`src/rtl/vga_timing_gen.sv`:
```
// Pixel-rate VGA timing generator: free-running h/v counters with registered
// sync, display-enable, active coordinates and line/frame start pulses.
module vga_timing_gen #(
  parameter int unsigned H_ACTIVE = 640,
  parameter int unsigned H_FP     = 16,
  parameter int unsigned H_SYNC   = 96,
  parameter int unsigned H_BP     = 48,
  parameter int unsigned V_ACTIVE = 480,
  parameter int unsigned V_FP     = 10,
  parameter int unsigned V_SYNC   = 2,
  parameter int unsigned V_BP     = 33,
  parameter logic        H_POL    = 1'b0,
  parameter logic        V_POL    = 1'b0
) (
  input  logic       clk,
  input  logic       reset,
  input  logic       pix_en,
  output logic       hsync,
  output logic       vsync,
  output logic       de,
  output logic [9:0] x,
  output logic [9:0] y,
  output logic       line_start,
  output logic       frame_start
);

  localparam int unsigned H_TOTAL = H_ACTIVE + H_FP + H_SYNC + H_BP;
  localparam int unsigned V_TOTAL = V_ACTIVE + V_FP + V_SYNC + V_BP;

  localparam logic [9:0] H_LAST   = 10'(H_TOTAL - 1);
  localparam logic [9:0] V_LAST   = 10'(V_TOTAL - 1);
  localparam logic [9:0] H_VIS    = 10'(H_ACTIVE);
  localparam logic [9:0] V_VIS    = 10'(V_ACTIVE);
  localparam logic [9:0] HS_FIRST = 10'(H_ACTIVE + H_FP);
  localparam logic [9:0] HS_LAST  = 10'(H_ACTIVE + H_FP + H_SYNC - 1);
  localparam logic [9:0] VS_FIRST = 10'(V_ACTIVE + V_FP);
  localparam logic [9:0] VS_LAST  = 10'(V_ACTIVE + V_FP + V_SYNC - 1);

  logic [9:0] hcount_q, hcount_d;
  logic [9:0] vcount_q, vcount_d;
  logic       hsync_q, hsync_d;
  logic       vsync_q, vsync_d;
  logic       de_q, de_d;
  logic [9:0] x_q, x_d;
  logic [9:0] y_q, y_d;
  logic       line_start_q, line_start_d;
  logic       frame_start_q, frame_start_d;

  // Outputs are decoded from the next counter values so they land in the
  // same edge as the counters themselves.
  always_comb begin
    hcount_d      = hcount_q;
    vcount_d      = vcount_q;
    hsync_d       = hsync_q;
    vsync_d       = vsync_q;
    de_d          = de_q;
    x_d           = x_q;
    y_d           = y_q;
    line_start_d  = 1'b0;
    frame_start_d = 1'b0;

    if (pix_en) begin
      if (hcount_q == H_LAST) begin
        hcount_d = '0;
        vcount_d = (vcount_q == V_LAST) ? '0 : vcount_q + 10'd1;
      end else begin
        hcount_d = hcount_q + 10'd1;
      end

      hsync_d = (hcount_d >= HS_FIRST && hcount_d <= HS_LAST) ? H_POL : ~H_POL;
      vsync_d = (vcount_d >= VS_FIRST && vcount_d <= VS_LAST) ? V_POL : ~V_POL;
      de_d    = (hcount_d < H_VIS) && (vcount_d < V_VIS);
      x_d     = de_d ? hcount_d : '0;
      y_d     = de_d ? vcount_d : '0;

      line_start_d  = (hcount_d == '0);
      frame_start_d = (hcount_d == '0) && (vcount_d == '0);
    end
  end

  always_ff @(posedge clk or posedge reset) begin
    if (reset) begin
      hcount_q      <= H_LAST;
      vcount_q      <= V_LAST;
      hsync_q       <= ~H_POL;
      vsync_q       <= ~V_POL;
      de_q          <= 1'b0;
      x_q           <= '0;
      y_q           <= '0;
      line_start_q  <= 1'b0;
      frame_start_q <= 1'b0;
    end else begin
      hcount_q      <= hcount_d;
      vcount_q      <= vcount_d;
      hsync_q       <= hsync_d;
      vsync_q       <= vsync_d;
      de_q          <= de_d;
      x_q           <= x_d;
      y_q           <= y_d;
      line_start_q  <= line_start_d;
      frame_start_q <= frame_start_d;
    end
  end

  assign hsync       = hsync_q;
  assign vsync       = vsync_q;
  assign de          = de_q;
  assign x           = x_q;
  assign y           = y_q;
  assign line_start  = line_start_q;
  assign frame_start = frame_start_q;

endmodule

```
`config.mk`:
```
export PLATFORM = sky130hd
export DESIGN_NAME = vga_timing_gen
export DESIGN_NICKNAME = d
export VERILOG_FILES = /design/src/rtl/vga_timing_gen.sv
export SDC_FILE = /design/constraint.sdc
export NUM_CORES = 1
export LEC_CHECK = 0
export BUFFER_PORTS_ARGS = -buffer_cell sky130_fd_sc_hd__buf_2
export CORE_MARGIN = 1
export CORE_UTILIZATION = 50
export CTS_CLUSTER_DIAMETER = 60
export DETAILED_ROUTE_END_ITERATION = 16
export HOLD_SLACK_MARGIN = 0.08
export PLACE_DENSITY = 0.72
export SLEW_MARGIN = 20
export SYNTH_ARGS = -nofsm -noshare
export SYNTH_HDL_FRONTEND = slang
export SYNTH_SLANG_ARGS = --single-unit
```
`constraint.sdc`:
```
create_clock -name clk -period 3.5 [get_ports clk]
set_input_delay 0.35 -clock clk [delete_from_list [all_inputs] [get_ports clk]]
set_output_delay 0.35 -clock clk [all_outputs]
set_load 0.005 [all_outputs]
```
After elaboration in Yosys (flattened, before gate mapping):

Cells that the tools add are included.

* reduce and logical (&&, ||, !) cells: 6
* add/subtract/negate cells: 2
* mux-type cells: 11
* eq/ne operators: 2
* $lt $le $gt $ge: 6

Operator list (number)
* 2-to-1 mux 10 bit: 7
* adder 10 x 1 -> 10 bit (second input constant): 2
* == test 10 bit (second input constant): 2
* logical NOT 10 bit: 2
* >= comparator 10 bit (second input constant): 1
* >= comparator 10 x 9 -> 1 bit (second input constant): 1
* less-or-equal comparator 10 bit (second input constant): 1
* less-or-equal comparator 10 x 9 -> 1 bit (second input constant): 1
* < comparator 10 bit (second input constant): 1
* < comparator 10 x 9 -> 1 bit (second input constant): 1
* logical AND 1 bit: 4
* 2-to-1 mux 1 bit: 4

* logic and storage cells: 36
* flip-flop bits (word level): 45
* input bits: 3
* output and inout port bits: 25

Logic depth before layout (Yosys ltp):

* word-level depth: 7
* depth in mapped cells: 10
* depth with buffers taken out: 8

Worst setup path after synthesis:

No wires, ideal clock.

* path kind: register to register
* start point: reg hcount_q[1]
* end point: reg x_q[0], in the netlist x[0]
* arrival time: 2364 ps
* setup time: 143 ps
* required time: 3357 ps
* cell stages (with the launch flop): 10
* path slack: 993 ps
* buffers on the path: 2
* clock period less this slack: 2507 ps
* cell sequence: dfstp_2 -> ha_1 -> and4_4 -> buf_6 -> nand3_4 -> or3_4 -> xor2_1 -> o211ai_4 -> buf_12 -> o22ai_2

* word-level cells in the longest chain between the ends: 6
* elaborated cells on any way between the ends: 10
* those cells by class: add/sub (1); order compare (2); eq/ne (1); mux (5); reduce/logical (1)

RTL lines
* from (decl): RTL line 39 `logic [9:0] hcount_q, hcount_d;`
* from (signal assigned): RTL line 93 `hcount_q <= hcount_d;`
* adder 10 x 1 -> 10 bit or == test 10 bit (tied branches): RTL line 67, 63
* 2-to-1 mux 10 bit: RTL line 63 `if (hcount_q == H_LAST) begin`
* 2-to-1 mux 10 bit: RTL line 62 `if (pix_en) begin`
* < comparator 10 bit or < comparator 10 x 9 -> 1 bit (tied branches): RTL line 72 `de_d = (hcount_d < H_VIS) && (vcount_d < V_VIS);`
* logical AND 1 bit: RTL line 72
* 2-to-1 mux 10 bit (*): RTL line 73 `x_d = de_d ? hcount_d : '0;`
* to (signal assigned): RTL line 88 `x_q <= '0;`
* to (signal assigned): RTL line 98 `x_q <= x_d;`
* to (decl): RTL line 44 `logic [9:0] x_q, x_d;`

Mark *: on every way between the ends. The rest lies on a longest branch, timed or not. The select of a mux whose other input is x is not followed.
A chain may end at the register's enable or synchronous reset.

Worst setup path in the final report:

* start point: reg vcount_q[0]
* end point: reg x_q[4], in the netlist x[4]

* word-level cells in the longest chain between the ends: 7
* elaborated cells on any way between the ends: 8
* those cells by class: add/sub (1); order compare (1); eq/ne (1); mux (4); reduce/logical (1)

RTL lines
* from (decl): RTL line 40 `logic [9:0] vcount_q, vcount_d;`
* from (signal assigned): RTL line 94 `vcount_q <= vcount_d;`
* adder 10 x 1 -> 10 bit or == test 10 bit (tied branches): RTL line 65 `vcount_d = (vcount_q == V_LAST) ? '0 : vcount_q + 10'd1;`
* 2-to-1 mux 10 bit: RTL line 65
* 2-to-1 mux 10 bit (*): RTL line 63
* 2-to-1 mux 10 bit (*): RTL line 62
* < comparator 10 x 9 -> 1 bit (*): RTL line 72
* logical AND 1 bit (*): RTL line 72
* 2-to-1 mux 10 bit (*): RTL line 73

Marked as above.

==> out/results.ini <==
[power_and_ir_drop]
p_int_mw=0.9315
switchingPower_mw=0.4591
power_density_nw_per_um2=461.2
clkPwrFrac_pct=24.5
p_seq_share_pct=52.4
swShare_pct=33.02
cellLeakagePower_nw=1.280
ir_drop_mv=0.2246
finalPower_mw=1.391
power_frac_comb_pct=23.1

[yosys]
syn-mean-instance-area_um2=9.090
synth-edff-count=0
yosys.area_share.simple_pct=20.71
syn_nets=321
yosysUniqueCellTypes=58
synth_area_um2=2845
synth_compound_area_share_pct=19.57
synth-main-ff-cell=dfrtp_1
yosys_warnings=0
synth.area.mux_share_pct=0.7036
yosys.area_share.adder_pct=2.199
synth_xor_area_share_pct=6.772
async_flop_share_pct=100.0
synth_seq_area_share_pct=40.11
synth_top_family_by_area=simple AND/OR/NAND/NOR gates
ys_ff_latch=45
syn-instance-count=313

[detailed_routing]
wl_per_cell_um=14.53
drc=2
wirelength_mm=5.725
drt-initial-drc-count=138
routed_via_density=5.520
vias=2175
drt-pass1-iter-count=10
ant_nets=0

[final_layout]
fin_cells=394
mostFrequentLayoutCells=33 x dfrtp_1, 30 x nand2_1, 30 x inv_1
fillers=497
drive_gt1_share_pct=22.98
n_antenna_cell=0
area_delta_synth_final_pct=5.981
final_common_cell=dfrtp_1
fin_util_pct=54.76
finalNetCount=329
postLayoutCellArea_um2=3015

[clocking]
cts_buffer_depth=2
root_buffer=clkbuf_8
postCtsSetupBuffers=0
insertion_delay_ns=0.30
cts_resized=0
cts_tree=done
htreeDepth=2
clock-sinks=45
path_clk_slew_ns=0.09
cts_hold_buf=0
cts_buffers=5

[sta]
finalClockSkew_ns=0.007662
final.setup.tns_ns=0
hold_viol=0
rsz0062_at_grt=false
worst_slack_ns=0.6212
worstMarginPinSlew_ns=0.9104
relSlewSlack_pct=39.22
setup_viol=0
max_freq_mhz=347.4
drv_slew=0
holdWs_ns=0.2450
min_period_ns=2.879
period_share_pct=82.25

[setup_path]
crit_chain=ha_1 > nand2_1 > or3_1 > nor3_1 > o22ai_1 > o211ai_4 > o22ai_1
required_ns=3.64
cp_slowest_cell=o211ai_4
worstReg2RegEnd=x[4]
worstSetupEndpointType=flop
critPathTopFamily=compound AO/OA/AOI/OAI gates
crit_path_max_fanout=19
critPathLaunchType=flop
setup.worst_path.class=reg2reg
arrival_ns=3.02
path_buf_inv=0
cpMostUsedCell=o22ai_1
r2r_start=vcount_q[0]
regToRegSetupSlack_ns=0.62
worst_r2r_path_depth=7
cpPeakStageDelay_ns=0.58

[die]
die_w_um=77.44
io-pin-count=28
core-area_um2=5507
die-area_um2=5996
die_h_um=77.44
placementRows=27
start_util_pct=51.67

[status]
status=finished with violations
violations=DRC

[global_route]
grt_max_degree=46
use_met3_pct=4.706
grt_pass1_wl_mm=9.791
grt_usage_pct=20.46
busiest_layer=met1
antenna_found_initial=0
grt_overflow=0
grt_pass1_vias=2027
grt.met2_usage_pct=28.67
globalRouteMet1Util_pct=30.64

[place]
place_congestion=0.8926
io_buffers=27
dp_cells=386
hpwl_mm=3.971
pre_cts_slack_ns=0.6031
place_area_um2=2919

[min_path]
hp-class=in2async

[flow_run]
cap_violations=0

-- routing by layer --
| metal | vias up | wire length [um] |
|---|---|---|
| met1 | 1021 | 2991 |
| met5 | - | 0 |
| li1 | 1102 | - |
| met3 | 7 | 226 |
| met4 | 0 | 75 |
| met2 | 45 | 2432 |
-- state kept, by name (all words and copies together) (netlist names) --
register     flops
hsync            1
vsync            1
hcount_q        10
y               10
line_start       1
x               10
frame_start      1
de               1
vcount_q        10
-- cell usage after synthesis, types with 5 or more instances --
cell | n | area share, %
xnor2_1 | 16 | 4.9
a31oi_1 | 5 | 1.1
nor3_1 | 11 | 1.9
dfstp_2 | 12 | 11
a21oi_1 | 5 | 0.88
buf_2 | 6 | 1.1
nor2_1 | 14 | 1.8
nand2_1 | 30 | 4.0
dfrtp_1 | 33 | 29
ha_1 | 5 | 2.2
xor2_1 | 6 | 1.8
or3_1 | 5 | 1.1
o22ai_1 | 11 | 2.4
and3_1 | 9 | 2.0
o22ai_2 | 10 | 4.4
o21ai_0 | 22 | 3.9
inv_1 | 31 | 4.1
clkbuf_1 | 14 | 1.8
nand3_1 | 10 | 1.8
-- area by class of cell --
type | instances | area (um2) | share of cell area (%)
timing repair buffer | 29 | 150.1 | 4.979
clock inverter | 2 | 13.76 | 0.4564
multi-input combinational | 209 | 1421 | 47.14
clock buffer | 6 | 82.58 | 2.739
sequential | 45 | 1141 | 37.84
tap | 72 | 90.09 | 2.988
inverter | 31 | 116.4 | 3.859
-- power by group through the flow --
stage	Combinational (mW)	Clock, mW	Sequential, mW
detailed placement	0.321	0	0.736
global route	0.363	0.373	0.743
CTS	0.323	0.352	0.727
floorplan	0.309	0	0.680
global placement	0.315	0	0.730
finish	0.321	0.341	0.729
-- worst reg2reg max path, cell delays in order (launching register included) --
cell	delay, ns
dfrtp_1	0.55
ha_1	0.37
nand2_1	0.14
or3_1	0.41
nor3_1	0.28
o22ai_1	0.21
o211ai_4	0.58
o22ai_1	0.19
-- how the worst max path moves through the flow --
stage / cells past startpoint / to / start
2_1_floorplan: 9 / x[0] / hcount_q[1]
3_3_place_gp: 7 / x[6] / hcount_q[1]
3_5_place_dp: 7 / x[4] / hcount_q[1]
4_1_cts: 7 / x[4] / hcount_q[1]
5_1_grt: 7 / x[4] / vcount_q[0]
6_report: 7 / x[4] / vcount_q[0]
-- cells by family (layout without fill, tap and decap cells) --
logic type	after synthesis	in the layout
AOI/OAI and AO/OA	75	75
xor gates and xnor gates	22	22
adders and majority gates	5	5
buffers and inverters	59	68
DFF	45	45
muxes	2	2
and+or+nand+nor	105	105
No activity file was read; power rests on OpenSTA's default activity.
